===== src/rtl/sec32_encode_pipe.sv =====
`default_nettype none
// ============================================================================
// Module   : sec32_encode_pipe
// Purpose  : Computes the SEC check byte for a 32-bit word. It buffers each
//            {en, check, data} codeword in a 2-entry FIFO that faces a
//            downstream SEC decoder. A one-shot error injector can flip any
//            single codeword bit. A saturating counter tracks the number of
//            codewords delivered.
// Ports    : clk, rst              - clock, synchronous active-high reset
//            in_valid/in_ready     - upstream handshake (data_in, en_in)
//            out_valid/out_ready   - downstream handshake (data_out,
//                                    check_out, en_out)
//            inj_arm/inj_bit       - arm one-shot flip of codeword bit 0..39
//            inj_pending           - injection armed, not yet applied
//            word_cnt              - delivered codeword count (saturating)
// Revision : 1.0 - initial release
// ============================================================================
module sec32_encode_pipe #(
    parameter int CNT_W = 16
) (
    input  logic             clk,
    input  logic             rst,
    input  logic             in_valid,
    output logic             in_ready,
    input  logic [31:0]      data_in,
    input  logic             en_in,
    output logic             out_valid,
    input  logic             out_ready,
    output logic [31:0]      data_out,
    output logic [7:0]       check_out,
    output logic             en_out,
    input  logic             inj_arm,
    input  logic [5:0]       inj_bit,
    output logic             inj_pending,
    output logic [CNT_W-1:0] word_cnt
);

    // Codeword layout: [40] en, [39:32] c[7:0], [31:0] d[31:0].
    localparam int         c_CODE_W  = 41;
    localparam logic [5:0] c_MAX_BIT = 6'd39;

    function automatic logic [7:0] encode(input logic [31:0] d);
        logic [7:0] c;
        c[0] = (^d[23:16]) ^ d[0] ^ d[4] ^ d[8]  ^ d[12];
        c[1] = (^d[31:24]) ^ d[1] ^ d[5] ^ d[9]  ^ d[13];
        c[2] = (^d[19:16]) ^ (^d[27:24]) ^ d[2] ^ d[6] ^ d[10] ^ d[14];
        c[3] = (^d[23:20]) ^ (^d[31:28]) ^ d[3] ^ d[7] ^ d[11] ^ d[15];
        c[4] = (^d[7:0])   ^ d[16] ^ d[20] ^ d[24] ^ d[28];
        c[5] = (^d[15:8])  ^ d[17] ^ d[21] ^ d[25] ^ d[29];
        c[6] = (^d[3:0])   ^ (^d[11:8])  ^ d[18] ^ d[22] ^ d[26] ^ d[30];
        c[7] = (^d[7:4])   ^ (^d[15:12]) ^ d[19] ^ d[23] ^ d[27] ^ d[31];
        return c;
    endfunction

    logic [c_CODE_W-1:0] r_mem [2];
    logic                r_wr_ptr;
    logic                r_rd_ptr;
    logic [1:0]          r_count;
    logic                r_inj_pending;
    logic [5:0]          r_inj_idx;
    logic [CNT_W-1:0]    r_word_cnt;

    logic                w_accept;
    logic                w_deliver;
    logic [c_CODE_W-1:0] w_code;

    // Ready comes straight from the occupancy register, so out_ready never
    // reaches in_ready combinationally.
    assign in_ready  = (r_count < 2'd2);
    assign out_valid = (r_count != 2'd0);
    assign w_accept  = in_valid & in_ready;
    assign w_deliver = out_valid & out_ready;

    assign {en_out, check_out, data_out} = r_mem[r_rd_ptr];
    assign inj_pending = r_inj_pending;
    assign word_cnt    = r_word_cnt;

    // Build the codeword. The pending flip is applied after encoding, so the
    // decoder sees a genuine single-bit error.
    always_comb begin
        w_code = {en_in, encode(data_in), data_in};
        if (r_inj_pending) begin
            for (int i = 0; i < 40; i++) begin
                if (r_inj_idx == 6'(i)) begin
                    w_code[i] = ~w_code[i];
                end
            end
        end
    end

    always_ff @(posedge clk) begin
        if (rst) begin
            r_mem[0]      <= '0;
            r_mem[1]      <= '0;
            r_wr_ptr      <= 1'b0;
            r_rd_ptr      <= 1'b0;
            r_count       <= 2'd0;
            r_inj_pending <= 1'b0;
            r_inj_idx     <= 6'd0;
            r_word_cnt    <= '0;
        end else begin
            if (w_accept) begin
                r_mem[r_wr_ptr] <= w_code;
                r_wr_ptr        <= ~r_wr_ptr;
            end
            if (w_deliver) begin
                r_rd_ptr <= ~r_rd_ptr;
                if (r_word_cnt != {CNT_W{1'b1}}) begin
                    r_word_cnt <= r_word_cnt + CNT_W'(1);
                end
            end
            case ({w_accept, w_deliver})
                2'b10:   r_count <= r_count + 2'd1;
                2'b01:   r_count <= r_count - 2'd1;
                default: r_count <= r_count;
            endcase
            // A word accepted on this edge consumes the injection that was
            // already pending. An arm arriving on this edge is written after
            // that, so it targets the next word and overrides the clear.
            if (w_accept && r_inj_pending) begin
                r_inj_pending <= 1'b0;
            end
            if (inj_arm && (inj_bit <= c_MAX_BIT)) begin
                r_inj_pending <= 1'b1;
                r_inj_idx     <= inj_bit;
            end
        end
    end

endmodule
`default_nettype wire


===== config.mk =====
export PLATFORM = sky130hd
export DESIGN_NAME = sec32_encode_pipe
export DESIGN_NICKNAME = d
export VERILOG_FILES = /design/src/rtl/sec32_encode_pipe.sv
export SDC_FILE = /design/constraint.sdc
export NUM_CORES = 1
export LEC_CHECK = 0
export CAP_MARGIN = 10
export CORE_ASPECT_RATIO = 1.75
export CORE_MARGIN = 2
export CORE_UTILIZATION = 44
export DETAILED_ROUTE_END_ITERATION = 12
export HOLD_SLACK_MARGIN = 0.08
export PLACE_DENSITY_LB_ADDON = 0.15
export SYNTH_ARGS = -nofsm -noshare
export SYNTH_HDL_FRONTEND = slang
export SYNTH_SLANG_ARGS = --single-unit

===== constraint.sdc =====
create_clock -name clk -period 4 [get_ports clk]
set_input_delay 0.6 -clock clk [delete_from_list [all_inputs] [get_ports clk]]
set_output_delay 0.6 -clock clk [all_outputs]
set_load 0.01 [all_outputs]

==> reports/qor.csv <==
metric,value,unit
arrival time worst endpoint,2260,ps
Crit Path Max Fanout,41,
area used by multi-input combinational logic,0.00276,mm2
Post-Syn Area per Cell,10.8,um2
global-route wire length before repair,22000,um
clock tree root buffer cell,sky130_fd_sc_hd__clkbuf_16,
Reg-to-Reg Start,r_inj_idx[1]$_SDFFE_PP0P_,
ranking of synthesized cells by instance count,"sky130_fd_sc_hd__nor2_1, sky130_fd_sc_hd__xnor2_1, sky130_fd_sc_hd__edfxtp_1",
f_max,0.349,GHz
sequential share of the synthesized area,51.3,%
quantity of I/O buffers inserted on ports,103,
total cell area at the placement stage,0.00709,mm2
Worst Tran Pin Value,983,ps
relative max-transition margin,34.5,%
cell depth of the worst min-delay path,2,
number of levels the H-tree was split into,3,
Clock Latency Late Sink,350,ps
filler instances,1113,
final cycle utilization of the critical path,71.6,%
antenna violations before repair,0,
total clock buffers created by CTS,9,
final critical delay including setup and external delays,2860,ps
end of the worst register-to-register path,r_mem[0][34]$_SDFFCE_PN0P_,
Cell variety after synth,47,
terminating pin of the worst hold path,inj_pending$_SDFFE_PP0P_,
starting utilization of the core area,45.3,%
buffer levels on the longest clock path,2,
Final Wtd Congestion,0.853,
endpoint class of the critical path,output port,
final instance area,0.00739,mm2
biggest area consumer among synthesized cells,sky130_fd_sc_hd__edfxtp_1,
data required time at the worst endpoint,3400,ps
ys flop type,sky130_fd_sc_hd__edfxtp_1,
aggregate global routing overflow,0,
count of cells resized by post-cts repair,0,
leakage power summed over all cells,2.57,nW
via count of the first global-routing pass,4329,
sort of element at the start of the critical path,flip-flop,
Ys Warns,0,
max-slew violation count,0,
final routed DRC violation total,0,
number of hold violations in the final report,0,
top area cells in the synthesized netlist,"sky130_fd_sc_hd__edfxtp_1, sky130_fd_sc_hd__xnor2_1, sky130_fd_sc_hd__dfxtp_1, sky130_fd_sc_hd__mux2_2, sky130_fd_sc_hd__nor2_1",
syn_nets,592,
HP Class,reg2reg,
die span in x,91.4,um
RSZ-0062 raised after global routing,no,
most frequent cell after synthesis,sky130_fd_sc_hd__nor2_1,
detailed-routing iteration count for the pre-antenna-repair pass,4,
Max IR drop VDD,0.259,mV
total number of vias,4188,
total negative setup slack,0,ps
number of sinks driven by the clock tree,110,
sequential standard cell area,0.00302,mm2
run status,finished clean,
buffer count from post-CTS setup fixing,0,
MaxCap Viol Count,0,
via/cell ratio,5.14,
hold path startpoint,inj_pending$_SDFFE_PP0P_,
signed area change from the synthesized netlist to the final layout,25.5,%
depth of the worst register-to-register path,5,
share of synthesized registers carrying an async set or reset,0,%
Total Die Area,0.0144,mm2
number of instances in the synthesized netlist,546,
pin count of the biggest net entering global routing,42,
Power per Cell Area,494,mW/mm2
smallest hold slack,523,ps
area of the mapped netlist,0.00589,mm2
FP Rows,55,
share of cells above drive strength 1,12.0,%
# diodes,0,
number of synthesized flops with an enable pin,82,
area share of the largest cell type after synthesis,41.8,%
detailed-placement wirelength estimate,10600,um
starting DRC count in detailed routing,144,
r2r setup slk,1820,ps
clock slew seen by the registers of the worst setup and hold paths,70,ps
area of the core,0.0130,mm2
overall global routing resource usage,19.9,%
TritonCTS clock tree,yes,
kind of critical path,reg2out,
number of top-level design ports,104,
Final #Nets,685,
Final Routed Wirelength,14000,um
total of flip-flops plus latches after synthesis,110,
count of final setup violators,0,
quantity of hold-fixing buffers added after cts,0,
final clock skew,7.45,ps
WL per Instance,17.1,um
floorplan die height,157,um
number of nets still failing antenna checks after routing,0,
==> power by group <==
part           internal, mW  leakage [nW]  switching [mW]  total [mW]
Clock                 0.463         0.148           0.405       0.868
Combinational         0.682          1.32           0.525        1.21
Sequential             1.43          1.10           0.139        1.57
Total                  2.58          2.57            1.07        3.65
==> cell usage in the layout (no fill, tap or decap), types with 3 or more instances in the layout <==
cell / instances
sky130_fd_sc_hd__a21oi_1: 5
sky130_fd_sc_hd__mux2i_1: 4
sky130_fd_sc_hd__and4_1: 3
sky130_fd_sc_hd__clkdlybuf4s50_1: 103
sky130_fd_sc_hd__or3_1: 3
sky130_fd_sc_hd__nor2_1: 119
sky130_fd_sc_hd__o21ai_1: 4
sky130_fd_sc_hd__clkbuf_16: 9
sky130_fd_sc_hd__buf_4: 4
sky130_fd_sc_hd__nand4b_1: 4
sky130_fd_sc_hd__xnor2_1: 83
sky130_fd_sc_hd__o21ai_0: 4
sky130_fd_sc_hd__nand2_1: 39
sky130_fd_sc_hd__nor4_2: 3
sky130_fd_sc_hd__mux2_2: 41
sky130_fd_sc_hd__clkinv_4: 3
sky130_fd_sc_hd__nor3_1: 6
sky130_fd_sc_hd__nor4b_1: 3
sky130_fd_sc_hd__and3_1: 3
sky130_fd_sc_hd__nand4_1: 3
sky130_fd_sc_hd__edfxtp_1: 82
sky130_fd_sc_hd__xor2_1: 36
sky130_fd_sc_hd__nor2b_1: 5
sky130_fd_sc_hd__dfxtp_1: 27
sky130_fd_sc_hd__nand3_1: 11
==> cell type report <==
cell class / instances / share of cell area, %
sequential: 110 / 40.9
multi-input combinational: 406 / 37.3
timing repair buffer: 108 / 14.6
clock buffer: 11 / 3.42
tap: 171 / 2.90
clock inverter: 5 / 0.576
inverter: 4 / 0.203
==> worst max-delay path: stages (launching register included) <==
cell and delay [ps]:
sky130_fd_sc_hd__dfxtp_2 950, sky130_fd_sc_hd__mux2_2 430, sky130_fd_sc_hd__clkdlybuf4s50_1 480
==> worst max-delay path by stage <==
stage / start / to / slack [ps] / cells past startpoint
2_1_floorplan: in_valid / r_mem[0][0]$_SDFFCE_PN0P_ / 880 / 2
3_3_place_gp: in_valid / r_mem[0][33]$_SDFFCE_PN0P_ / 1460 / 4
3_5_place_dp: in_valid / r_mem[0][33]$_SDFFCE_PN0P_ / 1370 / 4
4_1_cts: flip-flop / data_out[19] / 1050 / 2
5_1_grt: flip-flop / data_out[14] / 1010 / 2
6_report: flip-flop / data_out[14] / 1140 / 2
==> sequential cells by signal, summed over array words and instances (netlist names), named ones only <==
register,count
r_inj_idx,6
r_rd_ptr,1
r_mem,82
word_cnt,16
r_wr_ptr,1
inj_pending,1
r_count,2
==> logic make-up after synthesis <==
family / Yosys count / synth area share (%)
xor gates and xnor gates: 119 / 17.7
and+or+nand+nor: 216 / 17.2
muxes: 45 / 8.52
AOI/OAI and AO/OA: 24 / 2.78
DFF: 110 / 51.3
adders and majority gates: 2 / 0.425
buffers and inverters: 30 / 2.06
==> stage by stage <==
step           instances  util [%]  worst slack, ps  power, mW
6_report             815      56.8             1140       3.65
5_1_grt              815      56.8             1010       3.82
4_1_cts              815      56.8             1050       3.69
3_5_place_dp         799      54.5             1370       2.82
3_3_place_gp         799      54.5             1460       2.80
2_1_floorplan        546         -              876       2.26
==> metal layers <==
layer  global-route usage, %  share of wire (%)  up-vias
met5                       0                  0        -
met4                    8.80                3.1        0
met3                    4.12                4.1       28
met2                    39.4                 57       98
met1                    19.4                 35     2016
li1                        -                  -     2046
Power figures use the tool's default switching activity.
